--- config.mk ---
export PLATFORM = sky130hd
export DESIGN_NAME = dino_game_sequencer
export DESIGN_NICKNAME = d
export VERILOG_FILES = /design/src/rtl/dino_game_sequencer.sv
export SDC_FILE = /design/constraint.sdc
export NUM_CORES = 1
export LEC_CHECK = 0
export CAP_MARGIN = 10
export CORE_MARGIN = 4
export CORE_UTILIZATION = 43
export CTS_CLUSTER_SIZE = 14
export DETAILED_ROUTE_END_ITERATION = 8
export GPL_TIMING_DRIVEN = 0
export PLACE_DENSITY = 0.78
export SLEW_MARGIN = 20
export SYNTH_ARGS = -nofsm -noshare
export SYNTH_HDL_FRONTEND = slang
export SYNTH_SLANG_ARGS = --single-unit
--- constraint.sdc ---
create_clock -name clk -period 2.55 [get_ports clk]
set_input_delay 0.3825 -clock clk [delete_from_list [all_inputs] [get_ports clk]]
set_output_delay 0.3825 -clock clk [all_outputs]
set_load 0.05 [all_outputs]
--- src/rtl/dino_game_sequencer.sv ---
// Per-frame dino game controller: jump physics, obstacle scroll/respawn, scoring and
// the IDLE/RUN/OVER game flow, all advanced once per screen_ready rising edge.
module dino_game_sequencer #(
    parameter int DINO_X        = 240,
    parameter int GROUND_Y      = 320,
    parameter int JUMP_HEIGHT   = 120,
    parameter int JUMP_STEP     = 6,
    parameter int OBST_START_X  = 680,
    parameter int OBST_SPEED    = 4,
    parameter int MAX_SPEED     = 12,
    parameter int SPEEDUP_EVERY = 5
) (
    input  logic        clk,
    input  logic        reset,
    input  logic        screen_ready,
    input  logic        collision_detected,
    input  logic        start_btn,
    input  logic        jump_btn,
    output logic [31:0] x_coor,
    output logic [31:0] y_coor,
    output logic [31:0] x_coor_obstacle,
    output logic [31:0] y_coor_obstacle,
    output logic [15:0] score,
    output logic        game_over,
    output logic [1:0]  game_state
);

    localparam logic [1:0] ST_IDLE = 2'b00;
    localparam logic [1:0] ST_RUN  = 2'b01;
    localparam logic [1:0] ST_OVER = 2'b10;

    localparam logic [1:0] J_GROUND = 2'b00;
    localparam logic [1:0] J_RISE   = 2'b01;
    localparam logic [1:0] J_FALL   = 2'b10;

    localparam logic [11:0] GROUND_C = 12'(GROUND_Y);
    localparam logic [11:0] APEX_C   = 12'(GROUND_Y - JUMP_HEIGHT);
    localparam logic [11:0] STEP_C   = 12'(JUMP_STEP);
    localparam logic [11:0] START_C  = 12'(OBST_START_X);
    localparam logic [11:0] SPEED0_C = 12'(OBST_SPEED);
    localparam logic [11:0] MAXSPD_C = 12'(MAX_SPEED);
    localparam logic [7:0]  EVERY_C  = 8'(SPEEDUP_EVERY);

    logic [1:0]  state_r;
    logic [1:0]  jump_r;
    logic [11:0] dino_y_r;
    logic [11:0] obst_x_r;
    logic [11:0] speed_r;
    logic [7:0]  respawn_cnt_r;
    logic [15:0] score_r;
    logic        game_over_r;
    logic        screen_ready_q_r;

    logic        tick_s;
    logic        run_tick_s;
    logic        reload_s;
    logic [1:0]  jump_nxt_s;
    logic [11:0] dino_y_nxt_s;
    logic [11:0] obst_x_nxt_s;
    logic [11:0] speed_nxt_s;
    logic [7:0]  respawn_cnt_nxt_s;
    logic [15:0] score_nxt_s;

    // Frame tick and game-flow qualifiers.
    always_comb begin
        tick_s     = screen_ready & ~screen_ready_q_r;
        run_tick_s = tick_s & (state_r == ST_RUN);
        reload_s   = start_btn & (state_r != ST_RUN);
    end

    // Next-frame dino and obstacle values, applied only on a collision-free RUN tick.
    always_comb begin
        jump_nxt_s        = jump_r;
        dino_y_nxt_s      = dino_y_r;
        obst_x_nxt_s      = obst_x_r;
        speed_nxt_s       = speed_r;
        respawn_cnt_nxt_s = respawn_cnt_r;
        score_nxt_s       = score_r;
        case (jump_r)
            J_GROUND: begin
                if (jump_btn) begin
                    dino_y_nxt_s = dino_y_r - STEP_C;
                    jump_nxt_s   = J_RISE;
                end else begin
                    dino_y_nxt_s = dino_y_r;
                end
            end
            J_RISE: begin
                if (dino_y_r <= APEX_C + STEP_C) begin
                    dino_y_nxt_s = APEX_C;
                    jump_nxt_s   = J_FALL;
                end else begin
                    dino_y_nxt_s = dino_y_r - STEP_C;
                end
            end
            J_FALL: begin
                if (dino_y_r + STEP_C >= GROUND_C) begin
                    dino_y_nxt_s = GROUND_C;
                    jump_nxt_s   = J_GROUND;
                end else begin
                    dino_y_nxt_s = dino_y_r + STEP_C;
                end
            end
            default: begin
                dino_y_nxt_s = GROUND_C;
                jump_nxt_s   = J_GROUND;
            end
        endcase
        // Wrap instead of subtracting when the step would underflow.
        if (obst_x_r >= speed_r) begin
            obst_x_nxt_s = obst_x_r - speed_r;
        end else begin
            obst_x_nxt_s = START_C;
            score_nxt_s  = (score_r == 16'hFFFF) ? score_r : score_r + 16'd1;
            if (respawn_cnt_r + 8'd1 >= EVERY_C) begin
                respawn_cnt_nxt_s = 8'd0;
                speed_nxt_s       = (speed_r >= MAXSPD_C) ? MAXSPD_C : speed_r + 12'd1;
            end else begin
                respawn_cnt_nxt_s = respawn_cnt_r + 8'd1;
            end
        end
    end

    // Game state, positions and score; collision on a tick wins over any movement.
    always_ff @(posedge clk) begin
        if (!reset) begin
            state_r          <= ST_IDLE;
            jump_r           <= J_GROUND;
            dino_y_r         <= GROUND_C;
            obst_x_r         <= START_C;
            speed_r          <= SPEED0_C;
            respawn_cnt_r    <= 8'd0;
            score_r          <= 16'd0;
            game_over_r      <= 1'b0;
            screen_ready_q_r <= 1'b0;
        end else begin
            screen_ready_q_r <= screen_ready;
            if (reload_s) begin
                state_r       <= ST_RUN;
                jump_r        <= J_GROUND;
                dino_y_r      <= GROUND_C;
                obst_x_r      <= START_C;
                speed_r       <= SPEED0_C;
                respawn_cnt_r <= 8'd0;
                score_r       <= 16'd0;
                game_over_r   <= 1'b0;
            end else if (run_tick_s && collision_detected) begin
                state_r     <= ST_OVER;
                game_over_r <= 1'b1;
            end else if (run_tick_s) begin
                jump_r        <= jump_nxt_s;
                dino_y_r      <= dino_y_nxt_s;
                obst_x_r      <= obst_x_nxt_s;
                speed_r       <= speed_nxt_s;
                respawn_cnt_r <= respawn_cnt_nxt_s;
                score_r       <= score_nxt_s;
            end else if (state_r == 2'b11) begin
                state_r     <= ST_IDLE;
                game_over_r <= 1'b0;
            end
        end
    end

    assign x_coor          = 32'(DINO_X);
    assign y_coor          = {20'd0, dino_y_r};
    assign x_coor_obstacle = {20'd0, obst_x_r};
    assign y_coor_obstacle = 32'(GROUND_Y);
    assign score           = score_r;
    assign game_over       = game_over_r;
    assign game_state      = state_r;

endmodule
### Word-level counts from Yosys, hierarchy flattened

Index checks and enable logic that the tools add are counted.

* add/subtract/negate cells: 6
* $lt $le $gt $ge: 5
* equality and inequality tests: 11
* mux-type cells: 18
* bitwise operators: 8
* reductions and logical operators: 13

Operator list (count)
* 12-bit 2-to-1 mux: 5
* 12-bit case mux with 3 select lines: 1
* 16-bit by 1-bit adder with 16-bit output (second input constant): 1
* 16-bit == test (second input constant): 1
* 12-bit by 1-bit adder with 12-bit output (second input constant): 1
* 12-bit by 3-bit adder with 12-bit output (second input constant): 1
* 12-bit >= comparator: 1
* 12-bit by 4-bit >= comparator with 1-bit output (second input constant): 1
* 12-bit by 9-bit >= comparator with 1-bit output (second input constant): 1
* 12-bit by 8-bit <= comparator with 1-bit output (second input constant): 1
* 2-bit 2-to-1 mux: 6
* 12-bit subtractor: 1
* 12-bit by 3-bit subtractor with 12-bit output (second input constant): 1
* 8-bit by 1-bit adder with 8-bit output (second input constant): 1
* 8-bit by 3-bit >= comparator with 1-bit output (second input constant): 1
* 8-bit 2-to-1 mux: 1
* 4-bit AND reduction: 2
* 2-bit inequality test (second input constant): 3
* 2-bit case mux with 3 select lines: 1
* 2-bit AND reduction: 3
* 3-bit AND reduction: 2
* 1-bit NOT: 5
* 5-bit AND reduction: 1
* 2-bit by 1-bit == test with 1-bit output (second input constant): 2
* other kinds (10): 17

* bits in registers: 66
* bits of input ports: 6
* output and inout bits: 147
* word-level logic and storage cells: 71

### Logic depth before layout (Yosys ltp)

Gate-level depths: netlist of run 1.

* depth in word-level cells: 6
* mapped depth: 11
* gate-level depth less buffers: 10

### Worst setup path before layout of run 1

OpenSTA, ideal clock, no wires.

* kind: reg-to-reg
* from: register dino_y_r[1]
* to: register dino_y_r[4]
* data arrival time: 2879 ps
* setup slack: -408 ps
* cell stages (with the launch flop): 11
* path buffers: 2
* clock period less this slack: 2958 ps
* cell sequence: dfxtp_1 -> buf_2 -> inv_1 -> ha_1 -> nand4b_4 -> nor4_2 -> nor3b_1 -> or4_1 -> buf_2 -> o31a_1 -> a211oi_2

* cells in the longest elaborated chain, start to end: 4

RTL lines
* start: declaration: RTL line 46 `logic [11:0] dino_y_r;`
* start signal: assignment: RTL line 152 `dino_y_r <= dino_y_nxt_s;`
* 12-bit by 3-bit adder with 12-bit output: RTL line 97, 101
* 12-bit by 9-bit >= comparator with 1-bit output: RTL line 97 `if (dino_y_r + STEP_C >= GROUND_C) begin`
* 12-bit 2-to-1 mux: RTL line 97
* 12-bit case mux with 3 select lines (*): RTL line 79 `case (jump_r)`

Mark *: on every way between the ends. The rest lies on a longest branch, timed or not. The select of a mux whose other input is x is not followed.
A chain may end at the register's enable or synchronous reset.

### Worst setup path in the final report of run 1

* from: register obst_x_r[0]
* to: register score_r[4], in the netlist score[4]

* cells in the longest elaborated chain, start to end: 3

RTL lines
* start: declaration: RTL line 47 `logic [11:0] obst_x_r;`
* start signal: assignment: RTL line 153 `obst_x_r <= obst_x_nxt_s;`
* 12-bit >= comparator: RTL line 110 `if (obst_x_r >= speed_r) begin`
* 1-bit NOT (no line)
* 4-bit AND reduction (no line)
* end signal: assignment: RTL line 156 `score_r <= score_nxt_s;`
* end: declaration: RTL line 50 `logic [15:0] score_r;`

Every way passes these cells.

==> impl_metrics.xml, run 1 <==
<?xml version="1.0" encoding="UTF-8"?>
<metrics>
  <group name="worst_setup_path">
    <metric name="worstSetupPathType" unit="">flip-flop to flip-flop</metric>
    <metric name="required" unit="ns">2.83</metric>
    <metric name="launching_element_type_of_the_critical_path" unit="">flip-flop</metric>
    <metric name="timing.critical_path.fanout_max" unit="">5</metric>
    <metric name="end_kind" unit="">flip-flop</metric>
    <metric name="crit_arrival" unit="ns">2.77</metric>
  </group>
  <group name="global_routing">
    <metric name="grt.total_usage" unit="">0.1906</metric>
    <metric name="gr-total-overflow" unit="">0</metric>
    <metric name="grt_antenna_before_repair" unit="">0</metric>
    <metric name="grt_first_pass_wirelength" unit="mm">20.28</metric>
    <metric name="grt_pass1_vias" unit="">4249</metric>
    <metric name="grt_start_max_net_pins" unit="">13</metric>
  </group>
  <group name="yosys">
    <metric name="ys_warn_count" unit="">0</metric>
    <metric name="syn_inst" unit="">597</metric>
    <metric name="ys_types" unit="">62</metric>
    <metric name="synth.cell_area" unit="um2">4708</metric>
    <metric name="postSynthRegisterBits" unit="">64</metric>
    <metric name="synth_enable_flop_cells" unit="">0</metric>
    <metric name="asyncSetResetFlopFracSynth" unit="">0</metric>
    <metric name="postSynth.topFlopCell" unit="">sky130_fd_sc_hd__dfxtp_1</metric>
    <metric name="seq_area_frac_synth" unit="">0.2721</metric>
    <metric name="synth_area_per_cell" unit="um2">7.887</metric>
  </group>
  <group name="timing">
    <metric name="final_min_period_over_clock_period" unit="">0.9760</metric>
    <metric name="finalClockSkew" unit="ns">0.009512</metric>
    <metric name="timing_worst_slew_pin_value" unit="ns">0.8223</metric>
    <metric name="worst_slew_margin_rel" unit="">0.4468</metric>
    <metric name="hold_slack" unit="ns">0.4857</metric>
    <metric name="maxSlewViolCount" unit="">0</metric>
    <metric name="maxClockFrequency" unit="GHz">0.4018</metric>
    <metric name="setup_viol" unit="">0</metric>
    <metric name="hold_violation_count_in_the_final_report" unit="">0</metric>
    <metric name="fin_tns_setup" unit="ns">0</metric>
    <metric name="fin_crit" unit="ns">2.489</metric>
    <metric name="grt_setup_unrepaired" unit="">yes</metric>
  </group>
  <group name="clock_network">
    <metric name="cts-buffers-inserted" unit="">9</metric>
    <metric name="clock_insertion_delay_worst_skew" unit="ns">0.35</metric>
    <metric name="cts_tree" unit="">done</metric>
    <metric name="clockRootBuffer" unit="">sky130_fd_sc_hd__clkbuf_8</metric>
    <metric name="clock_input_transition_at_the_sequential_cells_of_the_worst_setup_and_hold_paths" unit="ns">0.08</metric>
    <metric name="clock_tree.htree_level_count" unit="">3</metric>
    <metric name="cts.path.max_buffers" unit="">2</metric>
    <metric name="cts_hold_buffers" unit="">0</metric>
    <metric name="cts.sink_count" unit="">64</metric>
  </group>
  <group name="final_layout">
    <metric name="leading_cell_types_in_the_layout_fill_and_taps_excluded" unit="">sky130_fd_sc_hd__buf_4, sky130_fd_sc_hd__conb_1, sky130_fd_sc_hd__dfxtp_1, sky130_fd_sc_hd__a21oi_1, sky130_fd_sc_hd__clkdlybuf4s50_1</metric>
    <metric name="antenna_cells" unit="">0</metric>
    <metric name="area_growth_syn_to_layout" unit="%">32.95</metric>
    <metric name="fin_util" unit="">0.5957</metric>
    <metric name="layout.nets" unit="">798</metric>
    <metric name="design_area" unit="um2">6260</metric>
    <metric name="finalNonFillerCells" unit="">913</metric>
    <metric name="final_common_cell" unit="">sky130_fd_sc_hd__buf_4</metric>
    <metric name="share_of_cells_above_drive_strength_1" unit="">0.2535</metric>
  </group>
  <group name="placement">
    <metric name="dpl.cell_count" unit="">883</metric>
    <metric name="post_dp_cell_area" unit="um2">5764</metric>
    <metric name="io_buffers" unit="">47</metric>
    <metric name="globalplace.congestion" unit="">0.9050</metric>
    <metric name="dp_hpwl" unit="mm">9.472</metric>
  </group>
  <group name="power">
    <metric name="cellLeakagePower" unit="nW">2.698</metric>
    <metric name="power_density" unit="nW/um2">400.2</metric>
    <metric name="vdd.ir_drop.worst" unit="V">0.0002462</metric>
  </group>
  <group name="floorplan">
    <metric name="initial_cell_density_of_the_core" unit="">0.4480</metric>
    <metric name="die-width" unit="um">112.6</metric>
    <metric name="placementRows" unit="">37</metric>
    <metric name="core_area" unit="um2">10510</metric>
    <metric name="i_o_pin_cnt" unit="">153</metric>
    <metric name="die-area" unit="um2">12690</metric>
    <metric name="die_height" unit="um">112.6</metric>
  </group>
  <group name="route">
    <metric name="drt_pre_antenna_iters" unit="">5</metric>
    <metric name="ant_nets" unit="">0</metric>
    <metric name="dr_total_vias" unit="">4727</metric>
    <metric name="post_drt_wl_per_cell" unit="um">14.23</metric>
    <metric name="post_drt_via_cell_ratio" unit="">5.177</metric>
    <metric name="drcViolationCount" unit="">0</metric>
    <metric name="routed_wl" unit="mm">12.99</metric>
    <metric name="drt_first_iter_violations" unit="">284</metric>
  </group>
  <group name="worst_hold_path">
    <metric name="worstHoldPathType" unit="">flip-flop to flip-flop</metric>
  </group>
  <group name="outcome">
    <metric name="status" unit="">finished clean</metric>
  </group>
  <group name="job">
    <metric name="maxCapViolations" unit="">0</metric>
  </group>
</metrics>
## synthesized netlist by cell type, drive strengths merged (3+ instances only)
library cell  count  share of area
and2              5         0.0066
a211o             4         0.0074
a21oi            50          0.053
nand4             9          0.012
nor3             13          0.015
and3             16          0.021
dfxtp            64           0.27
o211ai            9          0.014
xnor2             6          0.011
a21o              6         0.0096
inv              27          0.022
nand2            38          0.030
ha               19          0.050
nand4b            3         0.0088
and4              6          0.011
buf             115           0.18
clkbuf           19          0.015
or4              13          0.021
xor2              7          0.013
or3              10          0.013
nor4             12          0.019
nand3            25          0.027
o21ai            26          0.028
a31oi             6         0.0080
o311ai            3         0.0056
nand2b            8          0.011
nor2             24          0.019
o31ai            10          0.016
a211oi            5         0.0090
## state kept, by name (all words and copies together) (netlist names)
register	cells
speed_r	12
jump_r	2
obst_x_r	12
game_state	2
score	16
dino_y_r	11
screen_ready_q_r	1
respawn_cnt_r	8
## where the power goes
group	internal (mW)	switching, mW
clock network	0.453	0.435
logic	0.156	0.455
registers	1.00	0.00476
## cells by family after synthesis
| logic type | after synthesis | share of synthesized area |
|---|---|---|
| AO/OA/AOI/OAI | 146 | 0.2028 |
| XOR/XNOR | 13 | 0.02418 |
| adder cells (fa/ha/maj) | 20 | 0.05474 |
| buffers and inverters | 161 | 0.2163 |
| flip-flops | 64 | 0.2721 |
| multiplexers | 1 | 0.002126 |
| other | 2 | 0.001595 |
| AND/OR/NAND/NOR | 190 | 0.2262 |
## metrics by stage
step,power [mW],setup slack [ns]
after floorplan,1.575,0.01117
after global placement,1.621,-0.3787
after detailed placement,1.624,-0.4160
after CTS,2.500,0.006757
after global routing,2.584,-0.07117
final,2.505,0.06120
## cell type report
class / count / area (um2)
buffer: 133 / 939.7
clock buffer: 9 / 123.9
inverter: 27 / 101.3
fill: 953 / 4249
tap: 136 / 170.2
timing repair buffer: 62 / 593.1
clock inverter: 7 / 71.32
sequential: 64 / 1301
multi-input combinational: 475 / 2959
## metal layers
| layer | up-vias | track usage | wire length (um) |
|---|---|---|---|
| li1 | 2304 | - | - |
| met1 | 2186 | 0.2258 | 5166 |
| met2 | 208 | 0.3424 | 6665 |
| met3 | 29 | 0.04097 | 944 |
| met4 | 0 | 0.05769 | 213 |
| met5 | - | 0 | 0 |
## worst max-delay path, stage by stage (launching register included)
cell and delay (ns):
sky130_fd_sc_hd__dfxtp_2 0.34, sky130_fd_sc_hd__inv_2 0.07, sky130_fd_sc_hd__ha_4 0.13, sky130_fd_sc_hd__inv_2 0.04
sky130_fd_sc_hd__fa_2 0.35, sky130_fd_sc_hd__and3_4 0.17, sky130_fd_sc_hd__o21ai_4 0.14, sky130_fd_sc_hd__and4_4 0.25
sky130_fd_sc_hd__o211ai_1 0.12, sky130_fd_sc_hd__buf_4 0.22, sky130_fd_sc_hd__or4_1 0.47, sky130_fd_sc_hd__a21oi_1 0.13
## path summary, 6_finish.rpt
path                                   from     endpoint  slack [ns]  cells past startpoint
worst max-delay path            obst_x_r[0]     score[4]        0.06                     11
worst min-delay path            obst_x_r[2]  obst_x_r[2]        0.49                      2
worst max register to register  obst_x_r[0]     score[4]        0.06                     11
worst min register to register  obst_x_r[2]  obst_x_r[2]        0.49                      2
## timing repair
item / CTS / global route
cloned: 1 / 0
pin swaps: 18 / 6
setup buffers: 3 / 11
endpoints found under the setup margin: 45 / 38
gates resized for setup: 22 / 34
Note: power is estimated with default switching activity, not from simulation.
==> run 2: changes to the inputs <==
ABC_CLOCK_PERIOD_IN_PS = 2550   (was default)
==> results of run 2 <==
No change in the layout: final DEF, timing and power equal those of run 1.
==> run 3: changes to the inputs <==
ABC_CLOCK_PERIOD_IN_PS = 2400   (was 2550)
CORE_UTILIZATION = 47   (was 43)
PLACE_DENSITY = 0.81   (was 0.78)
clock period = 2.4 ns   (was 2.55 ns; I/O delays follow)
==> run 3 against run 2 <==
  * The flow now finishes with violations (setup timing)
  * Setup slack got worse by 0.17 ns
  * Utilization is 6.8 points higher
  * Critical path depth stayed put
  * Clock skew is 0.0039 ns higher
  * Global-route usage rose by 2.9 points
  * Largest power group unchanged
  * Sequential power up 6%
  * Largest cell class unchanged
  * Critical endpoint unchanged
  * Non-clock buffer count increased by 1
  * Sequential share of layout area down 0.41 points
  * Final cell count is 0.11% lower
  * Hold slack got worse by 0.018 ns
  * Routed wire length increased by 3.8%
  * First-iteration DRC count is 4.9% lower
==> impl_metrics.xml, run 3 (synthesized netlist as in run 1, its figures left out) <==
<?xml version="1.0" encoding="UTF-8"?>
<metrics>
  <group name="outcome">
    <metric name="status" unit="">finished with violations</metric>
    <metric name="failing_checks" unit="">setup timing</metric>
  </group>
  <group name="clock_network">
    <metric name="clock_insertion_delay_worst_skew" unit="ns">0.36</metric>
    <metric name="clock_input_transition_at_the_sequential_cells_of_the_worst_setup_and_hold_paths" unit="ns">0.08</metric>
    <metric name="cts.sink_count" unit="">64</metric>
    <metric name="clockRootBuffer" unit="">sky130_fd_sc_hd__clkbuf_8</metric>
    <metric name="cts_tree" unit="">done</metric>
    <metric name="cts-buffers-inserted" unit="">9</metric>
    <metric name="clock_tree.htree_level_count" unit="">3</metric>
    <metric name="cts_hold_buffers" unit="">0</metric>
    <metric name="cts.path.max_buffers" unit="">2</metric>
  </group>
  <group name="final_layout">
    <metric name="final_common_cell" unit="">sky130_fd_sc_hd__buf_4</metric>
    <metric name="antenna_cells" unit="">0</metric>
    <metric name="leading_cell_types_in_the_layout_fill_and_taps_excluded" unit="">sky130_fd_sc_hd__buf_4, sky130_fd_sc_hd__conb_1, sky130_fd_sc_hd__clkdlybuf4s50_1, sky130_fd_sc_hd__dfxtp_1, sky130_fd_sc_hd__a21oi_1</metric>
    <metric name="largest_reg_flops" unit="">16</metric>
    <metric name="area_growth_syn_to_layout" unit="%">37.71</metric>
    <metric name="layout.nets" unit="">800</metric>
    <metric name="finalNonFillerCells" unit="">912</metric>
    <metric name="share_of_cells_above_drive_strength_1" unit="">0.3017</metric>
  </group>
  <group name="worst_setup_path">
    <metric name="launching_element_type_of_the_critical_path" unit="">flip-flop</metric>
    <metric name="worstSetupPathType" unit="">flip-flop to flip-flop</metric>
    <metric name="end_kind" unit="">flip-flop</metric>
    <metric name="crit_arrival" unit="ns">2.80</metric>
    <metric name="cp.buffers_inverters" unit="">3</metric>
    <metric name="reg2reg_to" unit="">score[4]</metric>
    <metric name="reg2reg_setup_slack" unit="ns">-0.10</metric>
    <metric name="ff2ff_path_depth" unit="">11</metric>
    <metric name="crit_top_cell" unit="">sky130_fd_sc_hd__inv_2</metric>
    <metric name="timing.critical_path.max_delay_family" unit="">simple AND/OR/NAND/NOR gates</metric>
    <metric name="delay_of_the_slowest_cell_on_the_worst_path" unit="ns">0.49</metric>
    <metric name="path_cells" unit="">inv_2 -&gt; ha_4 -&gt; inv_2 -&gt; fa_2 -&gt; and3_4 -&gt; o21ai_4 -&gt; and4_4 -&gt; o211ai_1 -&gt; buf_4 -&gt; or4_4 -&gt; a21oi_2</metric>
    <metric name="timing.critical_path.fanout_max" unit="">5</metric>
    <metric name="critical_path_launch_point" unit="">obst_x_r[0]</metric>
    <metric name="r2r-start" unit="">obst_x_r[0]</metric>
    <metric name="required" unit="ns">2.69</metric>
    <metric name="cp_slowest_cell" unit="">sky130_fd_sc_hd__or4_4</metric>
  </group>
  <group name="placement">
    <metric name="globalplace.congestion" unit="">0.8775</metric>
    <metric name="io_buffers" unit="">47</metric>
    <metric name="dpl.cell_count" unit="">880</metric>
    <metric name="dp_hpwl" unit="mm">9.424</metric>
  </group>
  <group name="timing">
    <metric name="maxSlewViolCount" unit="">0</metric>
    <metric name="hold_violation_count_in_the_final_report" unit="">0</metric>
    <metric name="worst_slack" unit="ns">-0.1040</metric>
    <metric name="final_min_period_over_clock_period" unit="">1.043</metric>
    <metric name="fin_crit" unit="ns">2.504</metric>
    <metric name="worst_slew_margin_rel" unit="">0.2827</metric>
    <metric name="maxClockFrequency" unit="GHz">0.3994</metric>
    <metric name="setup_viol" unit="">15</metric>
    <metric name="finalClockSkew" unit="ns">0.01341</metric>
    <metric name="grt_setup_unrepaired" unit="">yes</metric>
    <metric name="timing_worst_slew_pin_value" unit="ns">1.073</metric>
  </group>
  <group name="floorplan">
    <metric name="die_height" unit="um">108.1</metric>
    <metric name="placementRows" unit="">36</metric>
    <metric name="initial_cell_density_of_the_core" unit="">0.4817</metric>
    <metric name="die-area" unit="um2">11680</metric>
    <metric name="die-width" unit="um">108.1</metric>
    <metric name="i_o_pin_cnt" unit="">153</metric>
    <metric name="core_area" unit="um2">9774</metric>
  </group>
  <group name="worst_hold_path">
    <metric name="holdCritStartpoint" unit="">obst_x_r[4]</metric>
    <metric name="worstHoldEndpoint" unit="">obst_x_r[4]</metric>
    <metric name="worstHoldPathType" unit="">flip-flop to flip-flop</metric>
    <metric name="holdPathStages" unit="">2</metric>
  </group>
  <group name="route">
    <metric name="post_drt_wl_per_cell" unit="um">14.79</metric>
    <metric name="routed_wl" unit="mm">13.49</metric>
    <metric name="dr_total_vias" unit="">4801</metric>
    <metric name="drt_pre_antenna_iters" unit="">5</metric>
    <metric name="post_drt_via_cell_ratio" unit="">5.264</metric>
    <metric name="drt_first_iter_violations" unit="">270</metric>
    <metric name="drcViolationCount" unit="">0</metric>
    <metric name="ant_nets" unit="">0</metric>
  </group>
  <group name="power">
    <metric name="vdd.ir_drop.worst" unit="V">0.0002700</metric>
    <metric name="power_density" unit="nW/um2">430.0</metric>
    <metric name="fin_total_pwr" unit="mW">2.788</metric>
    <metric name="cellLeakagePower" unit="nW">2.726</metric>
  </group>
  <group name="job">
    <metric name="maxCapViolations" unit="">0</metric>
  </group>
  <group name="global_routing">
    <metric name="grt_pass1_vias" unit="">4411</metric>
    <metric name="grt_start_max_net_pins" unit="">12</metric>
    <metric name="gr-total-overflow" unit="">0</metric>
    <metric name="grt_antenna_before_repair" unit="">0</metric>
    <metric name="grt.total_usage" unit="">0.2199</metric>
    <metric name="grt_first_pass_wirelength" unit="mm">21.00</metric>
  </group>
</metrics>
==> run 3: cell count changes in the layout (fill, tap and decap cells not counted), sizes merged <==
cell and change:
clkinv -4, clkbuf +2, buf +1, bufinv +1, clkinvlp +1, or4 +1
==> run 3: worst register-to-register path, cell delays in order (launching register included) <==
cell and delay, ns:
sky130_fd_sc_hd__dfxtp_4 0.35, sky130_fd_sc_hd__inv_2 0.05, sky130_fd_sc_hd__ha_4 0.13, sky130_fd_sc_hd__inv_2 0.04, sky130_fd_sc_hd__fa_2 0.36, sky130_fd_sc_hd__and3_4 0.17
sky130_fd_sc_hd__o21ai_4 0.13, sky130_fd_sc_hd__and4_4 0.26, sky130_fd_sc_hd__o211ai_1 0.12, sky130_fd_sc_hd__buf_4 0.19, sky130_fd_sc_hd__or4_4 0.49, sky130_fd_sc_hd__a21oi_2 0.14
==> run 3: repair_timing <==
item / in CTS / in global routing
resized for setup: 31 / 55
pin swaps: 20 / 20
buffers inserted: 7 / 10
setup endpoints to repair: 44 / 47
cloned: 1 / 1
==> run 3: worst max path at each step <==
stage                       end  cells past startpoint
floorplan           dino_y_r[4]                     10
detailed placement    score[10]                      7
finish                 score[4]                     11
CTS                   score[12]                     10
global route           score[9]                      9
global placement       score[3]                      6
==> run 3: cell type report <==
class                      count  area (um2)
buffer                       131       947.2
clock buffer                  11       141.4
clock inverter                 5       78.83
fill                         779        3291
inverter                      27       103.9
multi-input combinational    476        3112
sequential                    64        1321
tap                          133       166.4
timing repair buffer          65       613.1
==> run 3: stage by stage <==
stage	setup slack, ns	util	TNS (ns)	cell area, um2	hold WS, ns
2_1_floorplan	-0.07371	-	-0.07371	5175	0.4428
3_3_place_gp	-0.4650	0.5946	-11.29	5812	0.4535
3_5_place_dp	-0.5547	0.5947	-13.73	5813	0.4608
4_1_cts	-0.1301	0.6362	-1.866	6218	0.4693
5_1_grt	-0.2049	0.6633	-2.581	6484	0.4949
6_report	-0.1040	0.6633	-0.8816	6484	0.4677
==> run 3: per-layer routing <==
metal,part of all wire,track usage,wire [um],vias to the layer above
li1,-,-,-,2313
met1,0.38,0.2608,5142,2213
met2,0.52,0.3877,6954,242
met3,0.080,0.04299,1082,33
met4,0.023,0.09017,306,0
met5,0,0,0,-
==> run 3: power breakdown <==
group / switching (mW) / internal (mW)
clock network: 0.452 / 0.613
logic: 0.488 / 0.168
registers: 0.00556 / 1.06
total: 0.946 / 1.84
